$ cat src/rtl/seq_arb_4in_wrr.sv
// Four-input weighted round-robin arbiter; each requester may hold the grant for up to weight+1 cycles.
// Optional SEQ_ARB_WRR_LOCK_EN adds a lock input that stretches the current tenure.
module seq_arb_4in_wrr #(
    parameter int unsigned WBITS = 3
) (
    input  logic                   clk,
    input  logic                   reset,
    input  logic [3:0]             reqs,
    input  logic [4*WBITS-1:0]     weights,
    input  logic                   cfg_load,
`ifdef SEQ_ARB_WRR_LOCK_EN
    input  logic                   lock,
`endif
    output logic [3:0]             grants
);

    localparam logic [WBITS-1:0] CntOne = WBITS'(1);

    logic [3:0]             r_prio;
    logic                   r_ov;
    logic [1:0]             r_own;
    logic [WBITS-1:0]       r_cnt;
    logic [3:0][WBITS-1:0]  r_wreg;

    logic [1:0]             w_pidx;
    logic [3:0]             w_rot;
    logic [1:0]             w_off;
    logic                   w_hold;
    logic                   w_gnt_v;
    logic [1:0]             w_gidx;
    logic [1:0]             w_next;
    logic [WBITS-1:0]       w_base;
    logic                   w_lock;

`ifdef SEQ_ARB_WRR_LOCK_EN
    assign w_lock = lock;
`else
    assign w_lock = 1'b0;
`endif

    always_comb begin
        w_pidx = 2'd0;
        unique case (r_prio)
            4'b0001: w_pidx = 2'd0;
            4'b0010: w_pidx = 2'd1;
            4'b0100: w_pidx = 2'd2;
            4'b1000: w_pidx = 2'd3;
            default: w_pidx = 2'd0;
        endcase
    end

    // Rotate requests so bit 0 is the current priority holder, then pick the lowest set bit.
    always_comb begin
        w_rot = 4'b0000;
        for (int k = 0; k < 4; k++) begin
            w_rot[k] = reqs[2'(w_pidx + 2'(k))];
        end
        w_off = 2'd0;
        for (int k = 3; k >= 0; k--) begin
            if (w_rot[k]) begin
                w_off = 2'(k);
            end
        end
    end

    always_comb begin
        w_hold  = r_ov && reqs[r_own];
        w_gnt_v = |reqs;
        w_gidx  = w_hold ? r_own : 2'(w_pidx + w_off);
        w_next  = 2'(w_gidx + 2'd1);
        w_base  = (r_ov && (r_own == w_gidx)) ? r_cnt : '0;
        grants  = (reset && w_gnt_v) ? (4'b0001 << w_gidx) : 4'b0000;
    end

    always_ff @(posedge clk or negedge reset) begin
        if (!reset) begin
            r_prio <= 4'b0001;
            r_ov   <= 1'b0;
            r_own  <= 2'd0;
            r_cnt  <= '0;
            r_wreg <= '0;
        end else begin
            if (w_gnt_v) begin
                r_prio <= 4'b0001 << w_next;
                if (w_lock) begin
                    r_ov  <= 1'b1;
                    r_own <= w_gidx;
                    r_cnt <= w_base;
                end else if (w_base == r_wreg[w_gidx]) begin
                    r_ov  <= 1'b0;
                    r_cnt <= '0;
                end else begin
                    r_ov  <= 1'b1;
                    r_own <= w_gidx;
                    r_cnt <= w_base + CntOne;
                end
            end else begin
                r_ov  <= 1'b0;
                r_cnt <= '0;
            end
            // A weight reload always ends the running tenure, overriding the update above.
            if (cfg_load) begin
                r_wreg <= weights;
                r_ov   <= 1'b0;
                r_cnt  <= '0;
            end
        end
    end

endmodule

$ cat config.mk
export PLATFORM = sky130hd
export DESIGN_NAME = seq_arb_4in_wrr
export DESIGN_NICKNAME = d
export VERILOG_FILES = /design/src/rtl/seq_arb_4in_wrr.sv
export SDC_FILE = /design/constraint.sdc
export NUM_CORES = 1
export LEC_CHECK = 0
export CAP_MARGIN = 5
export CELL_PAD_IN_SITES_DETAIL_PLACEMENT = 1
export CELL_PAD_IN_SITES_GLOBAL_PLACEMENT = 1
export CORE_MARGIN = 2
export CORE_UTILIZATION = 36
export CTS_CLUSTER_SIZE = 12
export DETAILED_ROUTE_END_ITERATION = 10
export DONT_BUFFER_PORTS = 1
export GPL_ROUTABILITY_DRIVEN = 1
export PLACE_DENSITY_LB_ADDON = 0.08
export SLEW_MARGIN = 15
export SYNTH_ARGS = -nofsm -noshare
export SYNTH_HDL_FRONTEND = slang
export SYNTH_SLANG_ARGS = --single-unit
$ cat constraint.sdc
create_clock -name clk -period 3.95 [get_ports clk]
set_input_delay 0.79 -clock clk [delete_from_list [all_inputs] [get_ports clk]]
set_output_delay 0.79 -clock clk [all_outputs]
set_load 0.005 [all_outputs]
-- Yosys cells after proc, flatten, opt, wreduce, memory -nomap -nowiden
Index checks and enable logic that the tools add are counted.
W data, S select, Z words.
- register bits: 22
- input bits: 19
- output and inout bits: 4
- word-level logic and storage cells: 59
- add/sub/neg operators: 6
- $lt $le $gt $ge: 6
- eq/ne operators: 5
- shift operators: 2
- multiplexer cells: 26
- bitwise logic cells: 1
- reduce and logical (&&, ||, !) cells: 5
- operator list (kind ; count):
    $lt A2 B3 Y1 const B ; 6
    $mux W3 ; 5
    $bmux W1 S2 ; 5
    $mux W2 ; 5
    $mux W1 ; 8
    $shl A1 B2 Y4 const A ; 2
    $bmux W3 S2 ; 1
    $pmux W2 S3 ; 1
    $add A2 B1 Y2 const B ; 2
    $add A2 B2 Y2 const B ; 2
    $eq A4 B2 Y1 const B ; 1
    $eq A4 B3 Y1 const B ; 1
    $eq A4 B4 Y1 const B ; 1
    $mux W4 ; 1
    $reduce_or A4 Y1 ; 1
    $add A3 B1 Y3 const B ; 1
    $eq A3 B3 Y1 ; 1
    $logic_and A1 B1 Y1 ; 3
    $add A2 B2 Y2 ; 1
    $eq A2 B2 Y1 ; 1
    $reduce_and A2 Y1 ; 1
    $not A1 Y1 ; 1

-- Longest topological paths before layout
Gate-level depths: netlist of run 1.
- depth in word-level cells: 18
- depth in mapped cells: 18
- gate-level depth less buffers: 17

-- Least setup slack after synthesis of run 1
OpenSTA, ideal clock, no wires.
- path type: register to output
- start point: register r_prio[1]
- end point: output port grants[2]
- data arrival time: 3.182 ns
- data required time: 3.160 ns
- path slack: -0.022 ns
- stages on the path, launching flop included: 16
- buffers on the path: 2
- cell sequence: dfrtp_1 -> buf_6 -> xnor2_1 -> or3_4 -> mux2_2 -> nor2_1 -> a21oi_1 -> a211oi_1 -> a21oi_1 -> ha_1 -> or3_4 -> a211o_1 -> nor3_1 -> nor3_2 -> buf_4 -> nor2b_1
- longest elaborated chain between the ends: 13
- elaborated cells on any way between the ends: 23
- classes of those cells: add/sub (4); eq/ne (3); shift (1); mux (15)
- RTL lines (item ; line ; RTL):
    start: declaration ; 19 ; logic [3:0] r_prio;
    start signal: assignment ; 84 ; r_prio <= 4'b0001 << w_next;
    $eq A4 B4 Y1, or another cell as far along ; 43 ; unique case (r_prio)
    $pmux W2 S3 * ; 43 ;
    $add A2 B2 Y2 ; 56 ; w_rot[k] = reqs[2'(w_pidx + 2'(k))];
    $bmux W1 S2 ; 56 ;
    $mux W1 (not written as such) ; 56 ;
    $mux W2 (4 in series) ; 60 ; if (w_rot[k]) begin
    $add A2 B2 Y2 * ; 69 ; w_gidx = w_hold ? r_own : 2'(w_pidx + w_off);
    $mux W2 * ; 69 ;
    $shl A1 B2 Y4 * ; 72 ; grants = (reset && w_gnt_v) ? (4'b0001 << w_gidx) : 4'b0000;
    $mux W4 * ; 72 ;
    end: declaration ; 14 ; output logic [3:0] grants
Mark *: on every way between the ends. The rest lies on a longest branch, timed or not. The select of a mux whose other input is x is not followed.

-- Final worst setup path of run 1
- start point: register r_prio[1]
- end point: register r_own[1]
- longest elaborated chain between the ends: 17
- elaborated cells on any way between the ends: 29
- classes of those cells: add/sub (4); eq/ne (5); mux (17); bitwise (1); reduce/logical (2)
- RTL lines (item ; line ; RTL):
    $eq A4 B4 Y1, or another cell as far along ; 43 ;
    $pmux W2 S3 * ; 43 ;
    $add A2 B2 Y2 ; 56 ;
    $bmux W1 S2 ; 56 ;
    $mux W1 (not written as such) ; 56 ;
    $mux W2 (4 in series) ; 60 ;
    $add A2 B2 Y2 * ; 69 ;
    $mux W2 * ; 69 ;
    $eq A2 B2 Y1 ; 71 ; w_base = (r_ov && (r_own == w_gidx)) ? r_cnt : '0;
    $logic_and A1 B1 Y1 ; 71 ;
    $mux W3 ; 71 ;
    $eq A3 B3 Y1 ; 89 ; end else if (w_base == r_wreg[w_gidx]) begin
    $not A1 Y1 (no line) ; n/a ;
    $reduce_and A2 Y1 (no line) ; n/a ;
    end signal: assignment ; 87 ; r_own <= w_gidx;
    end signal: assignment ; 94 ; r_own <= w_gidx;
    end: declaration ; 21 ; logic [1:0] r_own;
Marked as above.
A chain may end at the register's enable or synchronous reset.

==> results of run 1 <==
==> state kept, by name (all words and copies together) (netlist names) <==
signal / cells
r_cnt: 3
r_ov: 1
r_wreg: 12
r_own: 2
r_prio: 4
==> metrics by stage <==
stage,worst slack [ns],std cells,utilization,hold slack (ns),area [um^2]
after floorplan,0.00681,168,-,0.480,1700
after global placement,-0.337,230,0.422,0.492,1880
after detailed placement,-0.601,230,0.422,0.495,1880
after CTS,-0.267,240,0.467,0.204,2080
after global routing,-0.513,243,0.483,0.201,2140
final,-0.366,243,0.483,0.206,2140
==> synth_stat cells (3+ instances only) <==
master / instances
dfrtp_1: 21
mux2_2: 14
nor2_1: 14
mux2i_1: 10
a21oi_1: 9
nand2_1: 7
a211oi_1: 5
nand3b_1: 5
nor3_1: 5
and2_1: 4
xnor2_1: 4
and3_1: 3
clkbuf_1: 3
o21ai_0: 3
==> worst max-delay path: stages, from the launching register on <==
cell and delay [ns]:
dfrtp_1 0.41, xnor2_2 0.15, or3_4 0.35, mux2_4 0.32, nor2_4 0.09, a21oi_2 0.05, a211oi_2 0.22, a21oi_1 0.07
ha_2 0.18, or3_4 0.36, a211o_4 0.36, o31ai_4 0.34, nor3_4 0.13, buf_4 0.16, mux2_4 0.30, a32oi_4 0.29
buf_4 0.17, a211oi_2 0.07, a211oi_2 0.20
==> kinds of logic after synthesis <==
| logic type | Yosys count | synth area share |
|---|---|---|
| AOI/OAI and AO/OA | 39 | 0.179 |
| DFF | 22 | 0.325 |
| adders and majority gates | 2 | 0.0148 |
| buffers and inverters | 10 | 0.0325 |
| muxes | 27 | 0.182 |
| and+or+nand+nor | 62 | 0.236 |
| xor gates and xnor gates | 6 | 0.0310 |
==> per-layer routing <==
metal	vias up	global-route usage	part of all wire
met1	720	0.251	0.45
li1	685	-	-
met3	8	0.0249	0.025
met4	0	0.0494	0.011
met2	25	0.344	0.51
met5	-	0	0
==> what timing repair did <==
action                                  in CTS  in global routing
endpoints found under the hold margin        0                  0
pin swaps                                    8                  8
setup buffers                                6                  3
endpoints found under the setup margin      10                 10
gates resized for setup                     21                  6
==> area by class of cell <==
| class | instances | area (um^2) |
|---|---|---|
| Fill cell | 504 | 2300 |
| Multi-Input combinational cell | 136 | 1250 |
| Sequential cell | 22 | 552 |
| Timing Repair Buffer | 28 | 226 |
| Tap cell | 52 | 65.1 |
| Clock buffer | 4 | 45.0 |
| Inverter | 1 | 3.75 |
==> how the worst min path moves through the flow <==
stage | from | end | slack, ns | cells after the start
floorplan | r_wreg[11] | r_wreg[11] | 0.48 | 1
global placement | reset | r_wreg[1] | 0.49 | 0
detailed placement | reset | r_prio[1] | 0.49 | 0
CTS | reset | r_wreg[0] | 0.20 | 0
global route | reset | r_wreg[0] | 0.20 | 0
finish | reset | r_wreg[0] | 0.21 | 0
==> impl_metrics.yaml, run 1 <==
yosys:
  synth.distinct_cells: 60
  synth_top_area_frac: 0.310
  synth_area_um2: 1700
  syn-num-nets: 189
  synth_seq_cells: 22
  ys_warn_count: 0
  syn_inst: 168
  synthArstFlopShare: 1.00
  seq_area_frac_synth: 0.325
  synth_top_cell_by_area: "dfrtp_1"
  synth.avg_cell_area_um2: 10.1
  yosys-top-cells-area: "dfrtp_1 31%, mux2_2 9.3%, mux2i_1 5.9%"
  synth_edf_count: 0
  synthFlopType: "dfrtp_1"
timing:
  tns_ns: -3.02
  rsz0062_at_grt: "yes"
  slew_headroom: 0.551
  fin_crit_ns: 4.32
  drv_slew: 0
  setup_viol: 10
  finalHoldViolCount: 0
  skew_ns: 0.0106
  tightest_slew_ns: 0.667
  max_freq_ghz: 0.232
  setup_slack_ns: -0.366
  min_period_over_period: 1.09
clocking:
  max-clock-path-buffers: 2
  cts_root_buf: "clkbuf_8"
  cts.clk_slew.worst_paths_ns: 0.08
  clk_latency_ns: 0.27
  htreeDepth: 1
  ctsHoldBuffers: 0
  cts_buffers: 3
  clkSinkCount: 22
  tritoncts: "built"
routing:
  wl_per_cell_um: 19.6
  drtPass1Iterations: 4
  via_per_inst: 5.92
  drt_wl_total_um: 4750
  postRouteAntennaNets: 0
  vias: 1438
  drc: 0
  dr.first_iter.drc_count: 60
worst_setup_path:
  reg2reg_setup_slack_ns: -0.37
  required_ns: 4.13
  worstSetupStartpoint: "r_prio[1]"
  arrival_ns: 4.49
  reg2reg_from: "r_prio[1]"
  worst-path-max-fanout: 8
  crit_end: "r_own[1]"
  endpoint_kind: "flop"
  path_class: "reg2reg"
  rr_worst_depth: 18
  worstSetupStartpointType: "flop"
  rr_endpoint: "r_own[1]"
global_routing:
  antenna_found_initial: 0
  grt_pass1_vias: 1617
  globalRouteOverflowTotal: 0
  grt_max_degree: 25
  grt_pass1_wl_um: 7960
  grt_usage: 0.195
finish:
  area_delta_synth_final_pct: 26.5
  mostFrequentLayoutCell: "buf_4"
  final_cell_mix: "26 x buf_4, 21 x dfrtp_1, 13 x nor2_1, 12 x mux2_2, 9 x mux2i_1"
  drive_gt1_frac: 0.419
  nets: 213
  diodes: 0
outcome:
  status: "complete, but fails checks"
  violations: "negative setup slack"
hold_path:
  hold_class: "in2async"
placement:
  io_buffers: 0
  place.gp.congestion: 0.788
  place_hpwl_um: 3520
die:
  dieArea_um2: 5270
  row_count: 24
  io_pins: 23
  core_um2: 4440
  die_y_um: 72.6
  die_x_um: 72.6
  start_util: 0.381
flow_run:
  cap_violations: 0
Power of run 1 is not shown: default switching activity piles up to over one toggle a cycle in this logic, so the estimate is an artifact.
==> run 2: changes to the inputs <==
Settings changed: ABC_AREA set to 1, CORE_ASPECT_RATIO set to 1.4, REMOVE_ABC_BUFFERS set to 1.
==> run 2 against run 1 <==
Against the previous run:
- the flow now finishes without violations
- first-iteration DRC count is 37% lower
- utilization decreased by 8.2 points
- clock-buffer cell count stayed put
- clock skew down 0.0090 ns
- sequential cell count unchanged
- setup slack better by 0.64 ns
- register-to-register slack better by 1.1 ns
- sequential share of layout area is 6.7 points higher
- final cell count is 15% higher
- hold slack better by 0.0029 ns
- critical path type is now reg2out
- critical endpoint is now grants[1]
==> impl_metrics.yaml, run 2 <==
outcome:
  status: "finished, final reports clean"
routing:
  postRouteAntennaNets: 0
  vias: 1383
  dr.first_iter.drc_count: 38
  drt_wl_total_um: 3700
  drtPass1Iterations: 4
  via_per_inst: 4.94
  drc: 0
  wl_per_cell_um: 13.2
yosys:
  ys_warn_count: 0
  yosys-top-cells-area: "dfrtp_1 33%, nand2_1 14%, nand3_1 7.2%"
  synth.distinct_cells: 27
  synth_top_cell_by_area: "dfrtp_1"
  synth.avg_cell_area_um2: 7.26
  synth_edf_count: 0
  synthArstFlopShare: 1.00
  syn_inst: 219
  synth.most_common_cell: "nand2_1"
  synthFlopType: "dfrtp_1"
  yosys-top-cells-count: "60 x nand2_1, 24 x inv_1, 23 x nand3_1, 21 x dfrtp_1, 16 x o21ai_0"
  synth_area_um2: 1590
  synth_top_area_frac: 0.330
  seq_area_frac_synth: 0.347
  synth_seq_cells: 22
worst_setup_path:
  rr_worst_depth: 19
  worstSetupStartpointType: "flop"
  worst-path-max-fanout: 8
  crit_slowest_cell: "dfrtp_1"
  arrival_ns: 2.88
  endpoint_kind: "output pin"
  path_class: "reg2out"
  reg2reg_from: "r_prio[3]"
  worstSetupStartpoint: "r_prio[3]"
  cpPeakStageDelay_ns: 0.41
  required_ns: 3.16
  worstPathCellList: "inv_2, nand2_1, nor2_1, inv_2, nand2_1, nand3_1, a31oi_1, nor2_1, ha_1, xor2_1, inv_1, nand2_4, nand3_4, nand2_4, inv_1, nor3_1"
timing:
  tns_ns: 0
  drv_slew: 0
  finalHoldViolCount: 0
  min_period_over_period: 0.930
  skew_ns: 0.00159
  rsz0062_at_grt: "no"
  max_freq_ghz: 0.272
  slew_headroom: 0.695
  fin_crit_ns: 3.67
  tightest_slew_ns: 0.456
  setup_viol: 0
die:
  core_um2: 4240
  die_y_um: 82.6
  die_x_um: 60.2
  io_pins: 23
  dieArea_um2: 4970
  row_count: 28
  start_util: 0.375
finish:
  layoutNonFillerInstCount: 280
  nets: 242
  area_delta_synth_final_pct: 6.85
  reg_top3: "r_wreg: 12 flops, r_prio: 4 flops, r_cnt: 3 flops"
  registers.top_by_ff_count: "r_wreg"
  drive_gt1_frac: 0.209
  largest_reg_flops: 12
  final_cell_mix: "60 x nand2_1, 24 x inv_1, 23 x nand3_1, 21 x dfrtp_1, 16 x o21ai_0"
  mostFrequentLayoutCell: "nand2_1"
  diodes: 0
global_routing:
  globalRouteOverflowTotal: 0
  grt_max_degree: 24
  grt_pass1_vias: 1451
  grt_usage: 0.174
  grt_pass1_wl_um: 6550
  antenna_found_initial: 0
clocking:
  cts.clk_slew.worst_paths_ns: 0.08
  cts_buffers: 3
  cts_root_buf: "clkbuf_8"
  clkSinkCount: 22
  post_cts_resized: 0
  post_cts_buffers: 0
  clk_latency_ns: 0.26
  tritoncts: "built"
  max-clock-path-buffers: 2
  ctsHoldBuffers: 0
  htreeDepth: 1
placement:
  place_hpwl_um: 3110
  place_inst: 276
  io_buffers: 0
  place.gp.congestion: 0.777
flow_run:
  cap_violations: 0
hold_path:
  hold_class: "in2async"
-- run 2: cell count changes in the layout (fill, tap and decap cells not counted), moves of 6 or more --
| cell | before | now |
|---|---|---|
| nand2_1 | 7 | 60 |
| buf_4 | 26 | 1 |
| inv_1 | 1 | 24 |
| nand3_1 | 2 | 23 |
| o21ai_0 | 3 | 16 |
| mux2_2 | 12 | 0 |
| nand2_2 | 1 | 11 |
| mux2i_1 | 9 | 0 |
| nor2_2 | 0 | 7 |
| a21oi_1 | 8 | 2 |
-- run 2: cell families after synthesis --
kind of cell / Yosys count / synth area share
simple gates: 135 / 0.457
buf+inv: 33 / 0.0803
compound gates: 25 / 0.0889
flops: 22 / 0.347
xor+xnor: 2 / 0.0110
fa+ha+maj: 2 / 0.0157
-- run 2: cell type report --
| class | instances | area (um^2) |
|---|---|---|
| fill | 542 | 2540 |
| multi-input combinational | 164 | 911 |
| sequential | 22 | 552 |
| inverter | 29 | 109 |
| tap | 60 | 75.1 |
| clock buffer | 4 | 45.0 |
| timing repair buffer | 1 | 7.51 |
-- run 2: stage by stage --
| step | hold slack (ns) | setup WS [ns] | area, um^2 | util |
|---|---|---|---|---|
| floorplan | 0.442 | 0.838 | 1570 | - |
| finish | 0.209 | 0.275 | 1700 | 0.401 |
| global placement | 0.456 | 0.672 | 1650 | 0.390 |
| global route | 0.195 | 0.00595 | 1700 | 0.401 |
| detailed placement | 0.466 | 0.489 | 1650 | 0.390 |
| CTS | 0.201 | 0.228 | 1700 | 0.401 |
-- run 2: worst paths after layout --
| kind | end | slack (ns) |
|---|---|---|
| worst max-delay path | grants[1] | 0.28 |
| worst min-delay path | r_wreg[6] | 0.21 |
| worst max register to register | r_cnt[0] | 0.72 |
| worst min register to register | r_wreg[5] | 0.48 |
| max in group asynchronous | r_prio[0] | 3.57 |
| min in group clk | r_wreg[5] | 0.48 |
-- run 2: critical path: cells and delay by family (launching register included) --
| family | cells | cell delay, ns |
|---|---|---|
| XOR/XNOR | 1 | 0.23 |
| AO/OA/AOI/OAI | 1 | 0.22 |
| flip-flops | 1 | 0.41 |
| buffers and inverters | 4 | 0.37 |
| adder cells (fa/ha/maj) | 1 | 0.19 |
| AND/OR/NAND/NOR | 9 | 1.18 |
-- run 2: per-layer routing --
metal / global-route usage / routed length [um]
met1: 0.181 / 1430
met2: 0.341 / 2100
met3: 0.0187 / 90
met4: 0.0711 / 79
met5: 0 / 0
Power of run 2 is left out for the same reason.
